`config.mk`:
```
export PLATFORM = sky130hd
export DESIGN_NAME = cpu_clock
export DESIGN_NICKNAME = d
export VERILOG_FILES = /design/src/rtl/cpu_clock.sv
export SDC_FILE = /design/constraint.sdc
export NUM_CORES = 1
export LEC_CHECK = 0
export BUFFER_PORTS_ARGS = -buffer_cell sky130_fd_sc_hd__buf_2
export CAP_MARGIN = 20
export CORE_UTILIZATION = 48
export CTS_CLUSTER_DIAMETER = 120
export DETAILED_ROUTE_END_ITERATION = 12
export GPL_TIMING_DRIVEN = 0
export PLACE_DENSITY = 0.75
export SYNTH_ARGS = -nofsm -noshare
export SYNTH_HDL_FRONTEND = slang
export SYNTH_SLANG_ARGS = --single-unit
```
`constraint.sdc`:
```
create_clock -name sys_clk -period 1.1 [get_ports sys_clk]
set_input_delay 0.11 -clock sys_clk [delete_from_list [all_inputs] [get_ports sys_clk]]
set_output_delay 0.11 -clock sys_clk [all_outputs]
set_load 0.03 [all_outputs]
```
`src/rtl/cpu_clock.sv`:
```
// cpu_clock: derives the CPU clock from sys_clk, either free-running at 2*DIV or
// single-stepped from a debounced push button; a HLT freezes it until rst.
//
// state  | meaning
// LOW    | cpu_clk low; phase counts out the minimum low time, then waits for a rise opportunity
// HIGH   | cpu_clk high for exactly DIV sys_clk cycles
// HALTED | frozen by HLT; only rst leaves this state
module cpu_clock #(
    parameter int DIV             = 4,
    parameter int DEBOUNCE_CYCLES = 8
) (
    input  logic sys_clk,
    input  logic rst,
    input  logic halt,
    input  logic manual_mode,
    input  logic step_btn,
    output logic cpu_clk,
    output logic cpu_clk_rise,
    output logic cpu_clk_fall,
    output logic halted
);
    localparam int PW = $clog2(DIV) + 1;
    localparam int DW = $clog2(DEBOUNCE_CYCLES) + 1;
    localparam logic [PW-1:0] PH_LAST = PW'(DIV - 1);
    localparam logic [DW-1:0] DB_LAST = DW'(DEBOUNCE_CYCLES - 1);

    typedef enum logic [1:0] {LOW, HIGH, HALTED} state_t;

    logic [1:0]    btn_sync;
    logic [1:0]    mode_sync;
    logic          btn_deb;
    logic [DW-1:0] deb_cnt;
    logic          press;
    state_t        state;
    logic [PW-1:0] phase;
    logic          rise_opp;

    // Synchronisers and debouncer; press is a one-cycle pulse on the debounced 0->1 edge.
    always_ff @(posedge sys_clk) begin
        if (rst) begin
            btn_sync  <= '0;
            mode_sync <= '0;
            btn_deb   <= 1'b0;
            deb_cnt   <= '0;
            press     <= 1'b0;
        end else begin
            btn_sync  <= {btn_sync[0], step_btn};
            mode_sync <= {mode_sync[0], manual_mode};
            press     <= 1'b0;
            if (btn_sync[1] == btn_deb) begin
                deb_cnt <= '0;
            end else if (deb_cnt == DB_LAST) begin
                btn_deb <= btn_sync[1];
                deb_cnt <= '0;
                press   <= btn_sync[1];
            end else begin
                deb_cnt <= deb_cnt + 1'b1;
            end
        end
    end

    assign rise_opp = (phase == PH_LAST) && (!mode_sync[1] || press);

    // Outputs are registered from the state, so they trail the state by one cycle.
    always_ff @(posedge sys_clk) begin
        if (rst) begin
            state        <= LOW;
            phase        <= '0;
            cpu_clk      <= 1'b0;
            cpu_clk_rise <= 1'b0;
            cpu_clk_fall <= 1'b0;
            halted       <= 1'b0;
        end else begin
            cpu_clk      <= (state == HIGH);
            cpu_clk_rise <= (state == HIGH) && !cpu_clk;
            cpu_clk_fall <= (state != HIGH) && cpu_clk;
            halted       <= (state == HALTED);
            case (state)
                LOW: begin
                    if (phase != PH_LAST) begin
                        phase <= phase + 1'b1;
                    end else if (rise_opp) begin
                        if (halt) begin
                            state <= HALTED;
                        end else begin
                            state <= HIGH;
                            phase <= '0;
                        end
                    end
                end
                HIGH: begin
                    if (phase == PH_LAST) begin
                        state <= LOW;
                        phase <= '0;
                    end else begin
                        phase <= phase + 1'b1;
                    end
                end
                HALTED: begin
                    state <= HALTED;
                end
                default: begin
                    state <= LOW;
                    phase <= '0;
                end
            endcase
        end
    end

endmodule

```
# == Word-level counts from Yosys, hierarchy flattened ==
# Index checks and enable logic that the tools add are counted.
# totals
elab_cells,50
ff_bits,19
input_bits,5
output_inout_bits,4
# op_classes
bitwise,3
eq_ne,12
muxes,10
n_reduce_logical,12
add_sub_neg,2
# ops
op,count
two-way mux 3 bit,4
one-hot mux 3 bit (3 select lines),1
two-way mux 2 bit,4
"!= test 2 bit, second input constant",3
"!= test 3 bit, second input constant",2
one-hot mux 2 bit (3 select lines),1
AND reduction 3 bit,2
OR reduction 3 bit,2
"adder 4 x 1 -> 4 bit, second input constant",1
"== test 4 x 3 -> 1 bit, second input constant",1
"adder 3 x 1 -> 3 bit, second input constant",1
"== test 3 x 2 -> 1 bit, second input constant",1
logical AND 1 bit,3
"!= test 3 x 2 -> 1 bit, second input constant",1
NOT 1 bit,3
"== test 2 x 1 -> 1 bit, second input constant",1
"== test 2 bit, second input constant",1
logical NOT 1 bit,2
logical NOT 2 bit,1
"!= test 2 x 1 -> 1 bit, second input constant",1
AND reduction 2 bit,1
== test 1 bit,1
logical OR 1 bit,1

# == Logic depth before layout (Yosys ltp) ==
# Gate-level depths: netlist of the first run.
# logic_depth
depth_word,6
ltp_mapped,4
ltp_nobuf,4

# == Worst setup path before layout of the first run ==
# Ideal clock, no wire load.
# synth_timing
path_kind,register -> register
startpoint,register phase[0]
endpoint,register phase[0]
setup_time_ps,75
setup_slack_ps,-116
t_arrival_ps,1142
stages_incl_launch_ff,5
synth_period_minus_slack_ps,1216
n_path_buf,0
required_time_ps,1025
cell_sequence,dfxtp_1 ha_1 nor4bb_4 a211o_1 o22ai_1
# synth_between
elab_chain_len,4
word_cells_on_any_way,10
cone_classes,add/sub (1); eq/ne (4); mux (3); reduce/logical (2)
# synth_rtl
item,line_no,source
from (decl),35,logic [PW-1:0] phase;
from (signal assigned),81,phase <= phase + 1'b1;
from (signal assigned),96,phase <= phase + 1'b1;
branches (longest 4 deep; another with adder 3 x 1 -> 3 bit),n/a,
# Parallel ways; which one is timed is not known.
# A chain may end at the register's enable or synchronous reset.

# == Worst setup path after layout of the first run ==
# Same ends and word-level chain as after synthesis.

==> results of run 1 <==
==> cells in the final DEF (no fill, tap or decap), types with 2 or more instances in the layout <==
cell and count:
nand3_1 2, inv_1 3, and3_1 2, buf_4 4
ha_4 3, buf_2 9, or2_2 2, xor2_1 3
dfxtp_1 15, nand2_1 3, nor2_1 5, dfxtp_4 2
nand2b_1 2, clkbuf_4 3, dfxtp_2 2, nor3_1 2
nor2b_1 4
==> metrics by stage <==
step / instance area (sq um) / hold WS (ps) / utilization, %
2_1_floorplan: 768 / 182 / -
3_3_place_gp: 827 / 306 / 60.5
3_5_place_dp: 827 / 323 / 60.5
4_1_cts: 897 / 9.71 / 65.7
5_1_grt: 933 / 26.4 / 68.3
6_report: 933 / 8.75 / 68.3
==> cell families after synthesis <==
family                   synth area share [%]
AO/OA/AOI/OAI                            11.3
XOR/XNOR                                 3.54
adder cells (fa/ha/maj)                  5.05
buffers and inverters                    3.20
flip-flops                               51.2
multiplexers                             1.35
AND/OR/NAND/NOR                          24.4
==> flip-flops by register name (all words and copies together) (netlist names), 2 cells and up <==
name       count
btn_sync       2
deb_cnt        4
mode_sync      2
phase          3
state          2
==> metal layers <==
layer / global-route usage, % / up-vias / share of wire, %
li1: - / 273 / -
met1: 19.0 / 251 / 49
met2: 28.5 / 16 / 45
met3: 6.38 / 2 / 4.1
met4: 9.68 / 0 / 0.98
met5: 0 / - / 0
==> final timing paths <==
check,to,slack [ps]
setup reg to reg,phase[0]$_SDFFE_PP0P_,-120
setup / recovery,phase[0]$_SDFFE_PP0P_,-120
hold / removal,btn_sync[0]$_SDFF_PP0_,9
hold reg to reg,deb_cnt[0]$_SDFF_PP0_,450
==> cell usage after synthesis <==
cell type  number  share of area, %
a211o_1         1               1.2
nand3_1         2               1.3
inv_1           3               1.5
nand2b_1        2               1.7
or2_2           2               1.7
a21oi_1         1              0.67
ha_1            3               5.1
nor3_1          2               1.3
o32ai_2         1               2.2
buf_2           1              0.67
nand3b_1        1               1.0
nor4b_1         1               1.2
o31ai_4         1               2.9
nor4bb_4        1               3.4
nor4_1          1              0.84
o211a_1         1               1.3
a211oi_1        1               1.0
buf_1           1              0.50
a41oi_1         1               1.2
nor2_1          5               2.5
nor2b_1         5               4.2
inv_2           1              0.50
xor2_1          3               3.5
nand2_1         3               1.5
and3_1          2               1.7
nand4_1         1              0.84
dfxtp_1        19                51
and3b_1         1               1.2
o22ai_1         1              0.84
mux2i_1         1               1.3
==> critical path, delay by kind of cell, from the launching register on <==
family / cells / cell delay (ps)
AO/OA/AOI/OAI: 2 / 460
flip-flops: 1 / 380
AND/OR/NAND/NOR: 1 / 150
adder cells (fa/ha/maj): 1 / 160
==> power groups by stage <==
stage	registers (uW)	logic, uW	clock network [uW]
after floorplan	749	88.5	0
after global placement	751	110	0
after detailed placement	753	113	0
after CTS	744	131	361
after global routing	748	150	386
final	744	140	353
==> cell type report <==
type                       count  area, sq um  share of cell area, %
tap                           15         18.8                   2.01
inverter                       4         15.0                   1.61
multi-input combinational     44          393                   42.1
timing repair buffer          13         80.1                   8.58
clock buffer                   3         22.5                   2.41
clock inverter                 1         5.00                  0.536
sequential                    19          390                   41.8
buffer                         2         8.76                  0.938
==> what timing repair did <==
action                                  4_1_cts  5_1_grt
hold buffers                                  1        0
gates resized for setup                       5        4
setup buffers                                 2        2
hold endpoints to repair                      1        0
endpoints found under the setup margin        5        8
pin swaps                                     1        1
==> impl_metrics.json, run 1 <==
{
  "outcome": "finished, violations left",
  "violated_checks": "setup timing",
  "grt_antenna_before_repair": 0,
  "core-area_sq_um": 1370,
  "area_delta_synth_final_pct": 25.6,
  "antenna_left": 0,
  "route.final.wire_length_um": 1230,
  "grt_pass1_vias": 489,
  "max-slew-margin-rel_pct": 69.6,
  "clock_tree.htree_level_count": 1,
  "worstReg2RegStart": "phase[0]$_SDFFE_PP0P_",
  "layout_setup_ws_ps": -117,
  "timing.final.max_slew_violations": 0,
  "final_hold_viol_count": 0,
  "cpPeakStageDelay_ps": 380,
  "drt-wirelength-per-cell_um": 12.1,
  "setup_violations": 4,
  "synth.yosys.warnings": 0,
  "die_x_um": 41.4,
  "criticalPathCategory": "reg -> reg",
  "post_synth_num_cell_types": 30,
  "hold_path_depth": 2,
  "floorplan.die.height_um": 41.4,
  "worst_setup_path_startpoint": "phase[0]$_SDFFE_PP0P_",
  "clock_network_fraction_of_total_power_pct": 28.5,
  "leakagePower_uw": 0.000406,
  "power_report.internal_total_uw": 933,
  "rows": 13,
  "fill_cells": 111,
  "power.switching_uw": 304,
  "num_io_pins": 9,
  "hold_path.startpoint": "step_btn",
  "drc": 0,
  "grt_setup_unrepaired": "yes",
  "totalPowerFinal_uw": 1240,
  "floorplan.initialDensity_pct": 54.4,
  "share_comb_of_total_power_pct": 11.3,
  "seq_power_share_pct": 60.2,
  "period_needed_ps": 1220,
  "synthesized_area_divided_by_synthesized_cell_count_sq_um": 10.8,
  "final_layout_size_suffix_gt1_share_pct": 38.4,
  "timing.critical_path.to_type": "flop",
  "cts-root-to-sink-buffers": 2,
  "seq_area_frac_synth_pct": 51.2,
  "startpoint_type": "flop",
  "drt_iter0_markers": 5,
  "place_hpwl_um": 838,
  "maxClockFrequency_mhz": 822,
  "maxCapViolations": 0,
  "vdd_ir_drop_max_mv": 0.732,
  "num_vias": 542,
  "finish.net_count": 95,
  "period_share_pct": 111,
  "critical_path.slowest_cell": "dfxtp_4",
  "layoutNonFillerInstCount": 101,
  "netlist_instances": 69,
  "clk_pin_slew_ps": 110,
  "antenna_cells": 0,
  "setup_tns_ps": -361,
  "io_buffers": 8,
  "grt_first_pass_wirelength_um": 1840,
  "power.switching_fraction_pct": 24.6,
  "worst_slew_pin_slew_ps": 456,
  "cts_inserted_buffers": 3,
  "clock-skew-final_ps": 10.4,
  "crit_path_cell_trace": "ha_4 > nor4bb_4 > a211o_1 > o22ai_1",
  "cp_max_fo": 3,
  "cts_tree": "yes",
  "postSynthNetCount": 77,
  "grt_usage_pct": 17.3,
  "rr_worst_depth": 4,
  "synth.cell_area_sq_um": 743,
  "dp_cells": 92,
  "drt_first_pass_iters": 4,
  "viasPerCell": 5.37,
  "worst_skew_pair.late_latency_ps": 300,
  "clock_tree.root_cell": "clkbuf_4",
  "cp_data_arrival_time_ps": 1440,
  "post-place-ws_ps": -100,
  "hold_path_class": "in -> reg",
  "cts_sinks": 19,
  "gpl.final_weighted_congestion": 0.697,
  "ys_seq_elements": 19,
  "maximum_number_of_pins_on_one_net_before_global_route_repair": 12,
  "cellPowerDensity_nw_per_um2": 1320,
  "dieArea_sq_um": 1710,
  "crit_required_ps": 1320,
  "gr-total-overflow": 0
}
Note: power is estimated with default switching activity, not from simulation.
==> inputs of run 2 (changes only) <==
- CORE_UTILIZATION: 48 -> 52
- CTS_BUF_LIST: not set -> sky130_fd_sc_hd__clkbuf_4 sky130_fd_sc_hd__clkbuf_8
- PLACE_DENSITY: 0.75 -> 0.8
==> run 2 against run 1 <==
  * Utilization rose by 2.8 points
  * First-iteration DRC count did not move
  * Sequential power barely moved
  * Combinational power fell by 6%
  * Register-to-register slack got worse by 20 ps
  * Non-clock buffer count fell by 2
  * Wire length barely moved
  * Sequential share of layout area fell by 0.30 points
  * Clock skew fell by 3.6 ps
  * The run still ends with setup timing left
  * Final area rose by 0.40%
  * Hold slack improved by 7.2 ps
==> impl_metrics.json, run 2 (synthesis gave the netlist of run 1 again) <==
{
  "maximum_number_of_pins_on_one_net_before_global_route_repair": 13,
  "worst_skew_pair.late_latency_ps": 300,
  "core-area_sq_um": 1320,
  "met2RoutedLength_um": 570,
  "m1_wl_um": 587,
  "number_of_flip_flops_in_the_largest_register": 4,
  "die_x_um": 39.8,
  "worstReg2RegStart": "phase[0]$_SDFFE_PP0P_",
  "period_needed_ps": 1240,
  "maxCapViolations": 0,
  "crit_path_cell_trace": "ha_4 > nor4bb_4 > a211o_1 > o22ai_1",
  "final_layout_size_suffix_gt1_share_pct": 39.3,
  "layout.cells.most_common": "dfxtp_1",
  "cp_data_arrival_time_ps": 1470,
  "top_layer": "met4",
  "hold-worst-slack_ps": 16.0,
  "layout_setup_ws_ps": -142,
  "grt_usage_pct": 18.5,
  "gr-total-overflow": 0,
  "drt-wirelength-per-cell_um": 12.4,
  "leakagePower_uw": 0.000400,
  "gpl.final_weighted_congestion": 0.697,
  "floorplan.die.height_um": 39.8,
  "hold_path_depth": 2,
  "criticalPathCategory": "reg -> reg",
  "violated_checks": "setup timing",
  "clock-skew-final_ps": 6.79,
  "outcome": "finished, violations left",
  "grt_pass1_vias": 452,
  "clock_tree.root_cell": "clkbuf_4",
  "clk_pin_slew_ps": 110,
  "cpPeakStageDelay_ps": 380,
  "clock_tree.htree_level_count": 1,
  "drt_iter0_markers": 5,
  "critical_path.slowest_cell": "dfxtp_4",
  "dieArea_sq_um": 1580,
  "viasPerCell": 5.32,
  "period_share_pct": 113,
  "cts_tree": "yes",
  "min_to": "btn_sync[0]$_SDFF_PP0_",
  "hold_path.startpoint": "step_btn",
  "final_hold_viol_count": 0,
  "num_vias": 527,
  "drc": 0,
  "num_io_pins": 9,
  "register_with_the_highest_flop_count": "deb_cnt",
  "antenna_left": 0,
  "top_regs": "deb_cnt (4), phase (3)",
  "hold_path_class": "in -> reg",
  "area_delta_synth_final_pct": 26.1,
  "rows": 13,
  "grt_first_pass_wirelength_um": 1900,
  "worst_slew_pin_slew_ps": 291,
  "cellPowerDensity_nw_per_um2": 1320,
  "r2r_slack_ps": -140,
  "grt_setup_unrepaired": "yes",
  "fill_cells": 101,
  "crit_required_ps": 1330,
  "place_hpwl_um": 808,
  "cts-root-to-sink-buffers": 2,
  "antenna_cells": 0,
  "dr_wl_met3_um": 48,
  "maxClockFrequency_mhz": 805,
  "cts_inserted_buffers": 3,
  "most_used_cells_in_the_layout_excluding_fill_and_tap_cells": "16 x dfxtp_1, 9 x buf_2, 5 x nor2_1",
  "fin_util_pct": 71.1,
  "drt_first_pass_iters": 4,
  "r2r-end": "phase[0]$_SDFFE_PP0P_",
  "grt_antenna_before_repair": 0,
  "floorplan.initialDensity_pct": 56.4,
  "io_buffers": 8,
  "cp_max_fo": 4,
  "setup_violations": 3,
  "timing.final.max_slew_violations": 0,
  "finish.net_count": 93,
  "max-slew-margin-rel_pct": 80.6,
  "cts_sinks": 19,
  "rr_worst_depth": 4,
  "route.final.wire_length_um": 1230,
  "startpoint_type": "flop",
  "vdd_ir_drop_max_mv": 0.987,
  "timing.critical_path.to_type": "flop"
}
## run 2: cell types whose count changed in the layout (fill, tap and decap cells not counted), sizes merged
cell / previous run / this run
clkbuf: 3 / 4
clkinv: 1 / 0
clkinvlp: 0 / 1
buf: 14 / 11
## run 2: critical path: cells and delay by family (launching register included)
kind	cells	cell delay [ps]
compound gates	2	480
fa+ha+maj	1	160
flops	1	380
simple gates	1	150
## run 2: area by class of cell
type / count / area, sq um / area share (%)
inverter: 4 / 15.0 / 1.60
clock buffer: 3 / 22.5 / 2.40
clock inverter: 1 / 7.51 / 0.801
multi-input combinational: 44 / 409 / 43.7
timing repair buffer: 11 / 65.1 / 6.94
sequential: 19 / 389 / 41.5
buffer: 2 / 10.0 / 1.07
tap: 15 / 18.8 / 2.00
## run 2: worst max path at each step
stage                               start               endpoint  slack, ps  cells after the start
floorplan           phase[0]$_SDFFE_PP0P_  phase[0]$_SDFFE_PP0P_        -20                      4
global placement    phase[0]$_SDFFE_PP0P_  phase[0]$_SDFFE_PP0P_        -90                      4
detailed placement  phase[0]$_SDFFE_PP0P_  phase[1]$_SDFFE_PP0P_       -110                      4
CTS                 phase[0]$_SDFFE_PP0P_  phase[1]$_SDFFE_PP0P_       -130                      4
global route        phase[1]$_SDFFE_PP0P_  phase[0]$_SDFFE_PP0P_       -180                      4
finish              phase[0]$_SDFFE_PP0P_  phase[0]$_SDFFE_PP0P_       -140                      4
## run 2: per-stage QoR
step / total power, uW / setup TNS (ps) / cells / setup slack, ps / instance area [sq um]
2_1_floorplan: 837 / -33.6 / 69 / -19.6 / 768
3_3_place_gp: 861 / -231 / 92 / -87.5 / 827
4_1_cts: 1220 / -376 / 98 / -126 / 876
5_1_grt: 1300 / -515 / 99 / -178 / 937
3_5_place_dp: 865 / -297 / 92 / -109 / 827
6_report: 1240 / -362 / 99 / -142 / 937
## run 2: where the power goes
group	switching (uW)	internal, uW	total [uW]
logic	58.0	73.4	131
registers	29.5	716	746
clock network	222	138	361
## run 2: per-layer routing
layer | vias up | track usage [%]
met1 | 241 | 21.3
met4 | 0 | 7.76
li1 | 267 | -
met3 | 5 | 6.82
met2 | 14 | 30.3
met5 | - | 0
## run 2: timing repair
action / CTS / global route
hold buffers: 1 / 0
gates cloned: 0 / 0
pin swaps: 0 / 3
setup buffers: 1 / 1
endpoints found under the setup margin: 5 / 8
endpoints found under the hold margin: 1 / 0
gates resized for setup: 1 / 10
